<file path="src/rtl/ifetch_unit.sv">
// Instruction fetch: PC generation, credit-limited imem requests and an in-order response buffer feeding decode.
// Optional saturating performance counters are enabled with the FETCH_PERF_EN macro.
module ifetch_unit #(
    parameter int              PC_W     = 32,
    parameter logic [PC_W-1:0] RESET_PC = {PC_W{1'b0}},
    parameter int              DEPTH    = 2
) (
    input  logic            clk,
    input  logic            reset,
    output logic            imem_req,
    output logic [PC_W-1:0] imem_addr,
    input  logic            imem_ready,
    input  logic            imem_rvalid,
    input  logic [31:0]     imem_rdata,
    input  logic            redirect,
    input  logic [PC_W-1:0] redirect_pc,
    output logic            instr_valid,
    input  logic            instr_ready,
    output logic [31:0]     instr,
    output logic [PC_W-1:0] instr_pc,
    output logic [5:0]      op
`ifdef FETCH_PERF_EN
    ,
    output logic [31:0]     perf_fetched,
    output logic [31:0]     perf_dropped,
    output logic [31:0]     perf_stall
`endif
);

    localparam int              PTR_W      = (DEPTH > 1) ? $clog2(DEPTH) : 1;
    localparam int              CNT_W      = PTR_W + 1;
    localparam logic [CNT_W:0]  DEPTH_LIM  = (CNT_W + 1)'(DEPTH);
    localparam logic [PC_W-1:0] PC_STEP    = PC_W'(3'd4);
    localparam logic [PC_W-1:0] ALIGN_MASK = ~(PC_W'(2'b11));

    logic [PC_W-1:0]  fetch_pc_r;
    logic [PC_W-1:0]  resp_pc_r;
    logic [CNT_W-1:0] outstanding_r;
    logic [CNT_W-1:0] discard_r;
    logic [CNT_W-1:0] count_r;
    logic [PTR_W-1:0] rd_ptr_r;
    logic [PTR_W-1:0] wr_ptr_r;
    logic [31:0]      buf_word_r [DEPTH];
    logic [PC_W-1:0]  buf_pc_r   [DEPTH];

    logic             credit_s;
    logic             accept_s;
    logic             rsp_s;
    logic             drop_s;
    logic             push_s;
    logic             pop_s;
    logic [CNT_W-1:0] outstanding_nxt_s;
    logic [PC_W-1:0]  target_s;

    // Handshake qualification; a response with nothing outstanding is ignored entirely.
    always_comb begin
        credit_s          = ({1'b0, outstanding_r} + {1'b0, count_r}) < DEPTH_LIM;
        imem_req          = reset & credit_s & ~redirect;
        imem_addr         = fetch_pc_r;
        accept_s          = imem_req & imem_ready;
        rsp_s             = imem_rvalid & (outstanding_r != {CNT_W{1'b0}});
        drop_s            = rsp_s & (redirect | (discard_r != {CNT_W{1'b0}}));
        push_s            = rsp_s & ~drop_s;
        pop_s             = instr_valid & instr_ready & ~redirect;
        outstanding_nxt_s = outstanding_r + CNT_W'(accept_s) - CNT_W'(rsp_s);
        target_s          = redirect_pc & ALIGN_MASK;
    end

    // Head of the buffer presented to decode, zeroed while empty.
    always_comb begin
        instr_valid = (count_r != {CNT_W{1'b0}});
        instr       = instr_valid ? buf_word_r[rd_ptr_r] : 32'h0000_0000;
        instr_pc    = instr_valid ? buf_pc_r[rd_ptr_r] : {PC_W{1'b0}};
        op          = instr[31:26];
    end

    // PC, response-tag PC and request bookkeeping.
    always_ff @(posedge clk or negedge reset) begin
        if (!reset) begin
            fetch_pc_r    <= RESET_PC;
            resp_pc_r     <= RESET_PC;
            outstanding_r <= {CNT_W{1'b0}};
            discard_r     <= {CNT_W{1'b0}};
        end else begin
            outstanding_r <= outstanding_nxt_s;
            if (redirect) begin
                fetch_pc_r <= target_s;
                resp_pc_r  <= target_s;
                // Everything still in flight after this cycle belongs to the old path.
                discard_r  <= outstanding_nxt_s;
            end else begin
                if (accept_s) begin
                    fetch_pc_r <= fetch_pc_r + PC_STEP;
                end
                if (push_s) begin
                    resp_pc_r <= resp_pc_r + PC_STEP;
                end
                if (drop_s) begin
                    discard_r <= discard_r - CNT_W'(1'b1);
                end
            end
        end
    end

    // Buffer occupancy and pointers; a redirect flushes regardless of push/pop.
    always_ff @(posedge clk or negedge reset) begin
        if (!reset) begin
            count_r  <= {CNT_W{1'b0}};
            rd_ptr_r <= {PTR_W{1'b0}};
            wr_ptr_r <= {PTR_W{1'b0}};
        end else if (redirect) begin
            count_r  <= {CNT_W{1'b0}};
            rd_ptr_r <= {PTR_W{1'b0}};
            wr_ptr_r <= {PTR_W{1'b0}};
        end else begin
            count_r  <= count_r + CNT_W'(push_s) - CNT_W'(pop_s);
            rd_ptr_r <= rd_ptr_r + PTR_W'(pop_s);
            wr_ptr_r <= wr_ptr_r + PTR_W'(push_s);
        end
    end

    // Buffer storage; contents are only observed through the valid-masked head.
    always_ff @(posedge clk) begin
        if (push_s) begin
            buf_word_r[wr_ptr_r] <= imem_rdata;
            buf_pc_r[wr_ptr_r]   <= resp_pc_r;
        end
    end

`ifdef FETCH_PERF_EN
    function automatic logic [31:0] sat_inc(input logic [31:0] value, input logic en);
        sat_inc = (en && (value != 32'hFFFF_FFFF)) ? (value + 32'd1) : value;
    endfunction

    // Saturating event counters.
    always_ff @(posedge clk or negedge reset) begin
        if (!reset) begin
            perf_fetched <= 32'd0;
            perf_dropped <= 32'd0;
            perf_stall   <= 32'd0;
        end else begin
            perf_fetched <= sat_inc(perf_fetched, push_s);
            perf_dropped <= sat_inc(perf_dropped, drop_s);
            perf_stall   <= sat_inc(perf_stall, ~instr_valid & ~redirect);
        end
    end
`endif

endmodule

</file>
<file path="config.mk">
export PLATFORM = sky130hd
export DESIGN_NAME = ifetch_unit
export DESIGN_NICKNAME = d
export VERILOG_FILES = /design/src/rtl/ifetch_unit.sv
export SDC_FILE = /design/constraint.sdc
export NUM_CORES = 1
export LEC_CHECK = 0
export CORE_MARGIN = 3
export CORE_UTILIZATION = 30
export CTS_CLUSTER_DIAMETER = 100
export DETAILED_ROUTE_END_ITERATION = 10
export GPL_TIMING_DRIVEN = 0
export MAX_ROUTING_LAYER = met4
export PLACE_DENSITY = 0.5
export SYNTH_ARGS = -nofsm -noshare
export SYNTH_HDL_FRONTEND = slang
export SYNTH_SLANG_ARGS = --single-unit
</file>
<file path="constraint.sdc">
create_clock -name clk -period 2.58 [get_ports clk]
set_input_delay 0.516 -clock clk [delete_from_list [all_inputs] [get_ports clk]]
set_output_delay 0.516 -clock clk [all_outputs]
set_load 0.005 [all_outputs]
</file>
==> key figures <==
Status
  • Status: complete, but fails checks
  • Failing checks: setup timing

Finish
  • # diodes: 0
  • Nets: 965
  • Commonest non-fill, non-tap cell in the layout: clkdlybuf4s50_1
  • Most frequent cells in the layout: 140 x clkdlybuf4s50_1, 124 x edfxtp_1, 71 x nor2_1
  • Final Non-Filler Cells: 1,276
  • Area Growth Syn to Fin: 38.1%
  • FILL cells: roughly 2,700
  • Layout cells sized above 1: approximately 15%
  • Fin util: approximately 42%

Clocking
  • CTS Buffer Depth: 2
  • Root Driver: clkbuf_16
  • Hold_buf cts: 0
  • Clk pin slew, worst setup/hold paths: 0.08 ns
  • Worst skew pair latency: 0.43 ns
  • CTS tree: built
  • H-tree depth: 4
  • Clock Sinks: 192
  • TritonCTS Buffers: 17

Power and ir drop
  • VDD IR-drop max: between 0.0003 and 0.0004 V
  • Leak: 0.00452 µW
  • Power, Total: roughly 8900 µW
  • Pwr dens: between 700 and 800 mW/mm²

Logic synthesis
  • Seq/Total Area, Yosys: a little over three fifths
  • Asr flop ratio synth: between 30 and 40%
  • Ys flop type: edfxtp_1
  • Ys Warns: 0
  • Post-synth EDFFs: 124
  • Mapped Cells: 683
  • Synth Area per Inst: approximately 13 µm²
  • Synth unique cells: 48
  • FF+latch count, synth: around 190
  • Post-Synthesis Cell Area: around 0.0086 mm²

Timing
  • Period utilisation layout: 100%
  • Worst hold margin: about 0.015 ns
  • Slew HR: between 50 and 60%
  • Worst clock skew: 0.0135 ns
  • Actual slew at the worst max-slew pin: slightly above 0.6 ns
  • Final Critical Period: between 2 and 3 ns
  • RSZ-0062 raised after global routing: yes
  • Final setup margin: -0.00563 ns
  • Slew Viols, Final: 0
  • Final Setup Violations: 1
  • Final hold vios: 0
  • F_max: between 0.3 and 0.4 GHz

Floorplanning
  • Full die area: about 0.03 mm²
  • Die Height: roughly 180 µm
  • # IOs: 174
  • Starting Density: a little under a third
  • Area of the core: ~0.028 mm²
  • FP Rows: 61
  • Chip width: around 180 µm

GRT
  • Remaining Overflow, GRT: 0
  • Global-route wire length before repair: roughly 35,000 µm
  • Gr usage total: roughly 15%
  • Initial antenna violation count: 0
  • Vias in the first global route: between 6,000 and 7,000
  • Largest net degree at the start of global routing: between 50 and 60

Detailed routing
  • Drt total wl: roughly 22,000 µm
  • Drt drc: 0
  • DRT iter0 DRCs: ~360
  • Post-DRT Antenna Nets: 0
  • Via Count: 5,988
  • Via density: between 4 and 5
  • Drt wl/cell: 17.2 µm
  • DRT Pass-1 Iters: 4

Critical path
  • Crit path required time: roughly 2.9 ns
  • CP Class: flip-flop to flip-flop
  • Reg2reg start: outstanding_r[0]$_DFF_PN0_
  • Worst Reg-to-Reg Cells: 12
  • Endpoint class of the critical path: flip-flop
  • Flop2flop setup slack: -0.006 ns
  • CP Max Fanout: 3
  • Critical path launch point type: flip-flop
  • Arrival time worst endpoint: between 2 and 3 ns
  • Worst R2R End: discard_r[1]$_DFFE_PN0P_

Place
  • IO buf count: ~170
  • Dpl cells: between 1,000 and 1,500
  • Pre-CTS setup slack: -0.834 ns
  • Dpl hpwl: ~16,000 µm
  • Placer Congestion: approximately 0.86

Job
  • Max-cap viol count: 0

Min path
  • Hold Crit Class: input pin to asynchronous set/reset pin
critical path: stages (launching register included):
cell     delay, ns
dfrtp_2       0.40
and2_4        0.16
fa_2          0.48
nor4b_4       0.28
and2_4        0.24
inv_8         0.04
ha_4          0.25
inv_2         0.03
ha_4          0.15
xnor2_2       0.14
xnor2_2       0.14
nand2_1       0.08
o21ai_2       0.05
repair_timing:
item / CTS / global route
setup buffers: 10 / 4
resized for setup: 42 / 70
setup endpoints to repair: 215 / 54
pin swaps: 7 / 4
layout make-up:
cell class	count	area (µm²)	area share [%]
multi-input combinational	434	3060	25.8
tap	378	473	4.00
sequential	192	5430	45.9
clock inverter	14	146	1.24
clock buffer	18	429	3.63
timing repair buffer	184	1940	16.4
buffer	36	278	2.35
inverter	20	86.3	0.729
metrics by stage:
| stage | instance area (µm²) | setup TNS, ns |
|---|---|---|
| global placement | 10800 | -572.76 |
| floorplan | 8630 | -79.08 |
| CTS | 11600 | -0.0448 |
| finish | 11800 | -0.00563 |
| detailed placement | 10900 | -129.64 |
| global route | 11800 | -0.173 |
kinds of logic (layout without fill, tap and decap cells):
| logic type | Yosys count | count (layout) | synth area share, % |
|---|---|---|---|
| XOR/XNOR | 36 | 36 | 3.68 |
| adder cells (fa/ha/maj) | 10 | 10 | 1.55 |
| other | 1 | 4 | 0.0438 |
| AND/OR/NAND/NOR | 224 | 224 | 13.2 |
| buffers and inverters | 60 | 272 | 3.31 |
| flip-flops | 192 | 192 | 63.3 |
| AO/OA/AOI/OAI | 94 | 94 | 7.18 |
| multiplexers | 66 | 66 | 7.74 |
layer usage:
layer	track usage [%]	wire length, µm	part of all wire [%]
met2	22.3	9920	45
met3	2.96	922	4.2
met5	-	0	0
met1	21.1	10900	50
met4	3.39	231	1.1
how the worst max path moves through the flow:
stage,to,slack [ns],startpoint,cells after the start
2_1_floorplan,buf_pc_r[1][10]$_DFFE_PP_,-0.64,redirect,6
3_3_place_gp,discard_r[1]$_DFFE_PN0P_,-3.17,reset,12
3_5_place_dp,buf_word_r[1][28]$_DFFE_PP_,-0.83,redirect,8
4_1_cts,discard_r[1]$_DFFE_PN0P_,-0.03,outstanding_r[0]$_DFF_PN0_,12
5_1_grt,discard_r[1]$_DFFE_PN0P_,-0.1,outstanding_r[0]$_DFF_PN0_,12
6_report,discard_r[1]$_DFFE_PN0P_,-0.006,outstanding_r[0]$_DFF_PN0_,12
sequential cells by signal, indices dropped and copies added, names as in the netlist:
signal / cells
buf_pc_r: 60
buf_word_r: 64
count_r: 2
discard_r: 2
imem_addr: 30
outstanding_r: 2
rd_ptr_r: 1
resp_pc_r: 30
wr_ptr_r: 1
power breakdown:
part / switching [µW] / internal (µW) / total [µW] / leakage, µW
sequential: 248 / 3600 / 3840 / 0.00195
combinational: 1140 / 1330 / 2460 / 0.00229
clock: 1220 / 1370 / 2590 / 0.000284
Yosys cell counts (all sizes together) (2+ instances only):
master / n / share of area (%)
nor4: 6 / 1.0
a31oi: 3 / 0.22
nor4b: 2 / 0.45
and3: 9 / 0.66
o21ai: 43 / 2.5
o211ai: 15 / 1.4
inv: 20 / 0.88
and2: 4 / 0.29
nor3: 4 / 0.29
o31a: 2 / 0.20
ha: 9 / 1.3
a21oi: 9 / 0.53
clkbuf: 17 / 0.74
o311ai: 18 / 1.8
nor2: 85 / 3.7
and4: 2 / 0.20
nand3: 35 / 2.2
xor2: 24 / 2.5
mux2i: 64 / 7.5
mux2: 2 / 0.26
nand2: 53 / 2.3
nand4: 19 / 1.5
dfrtp: 68 / 20
xnor2: 12 / 1.2
edfxtp: 124 / 43
buf: 23 / 1.7
nor2b: 2 / 0.15
No activity file was read; power rests on OpenSTA's default activity.
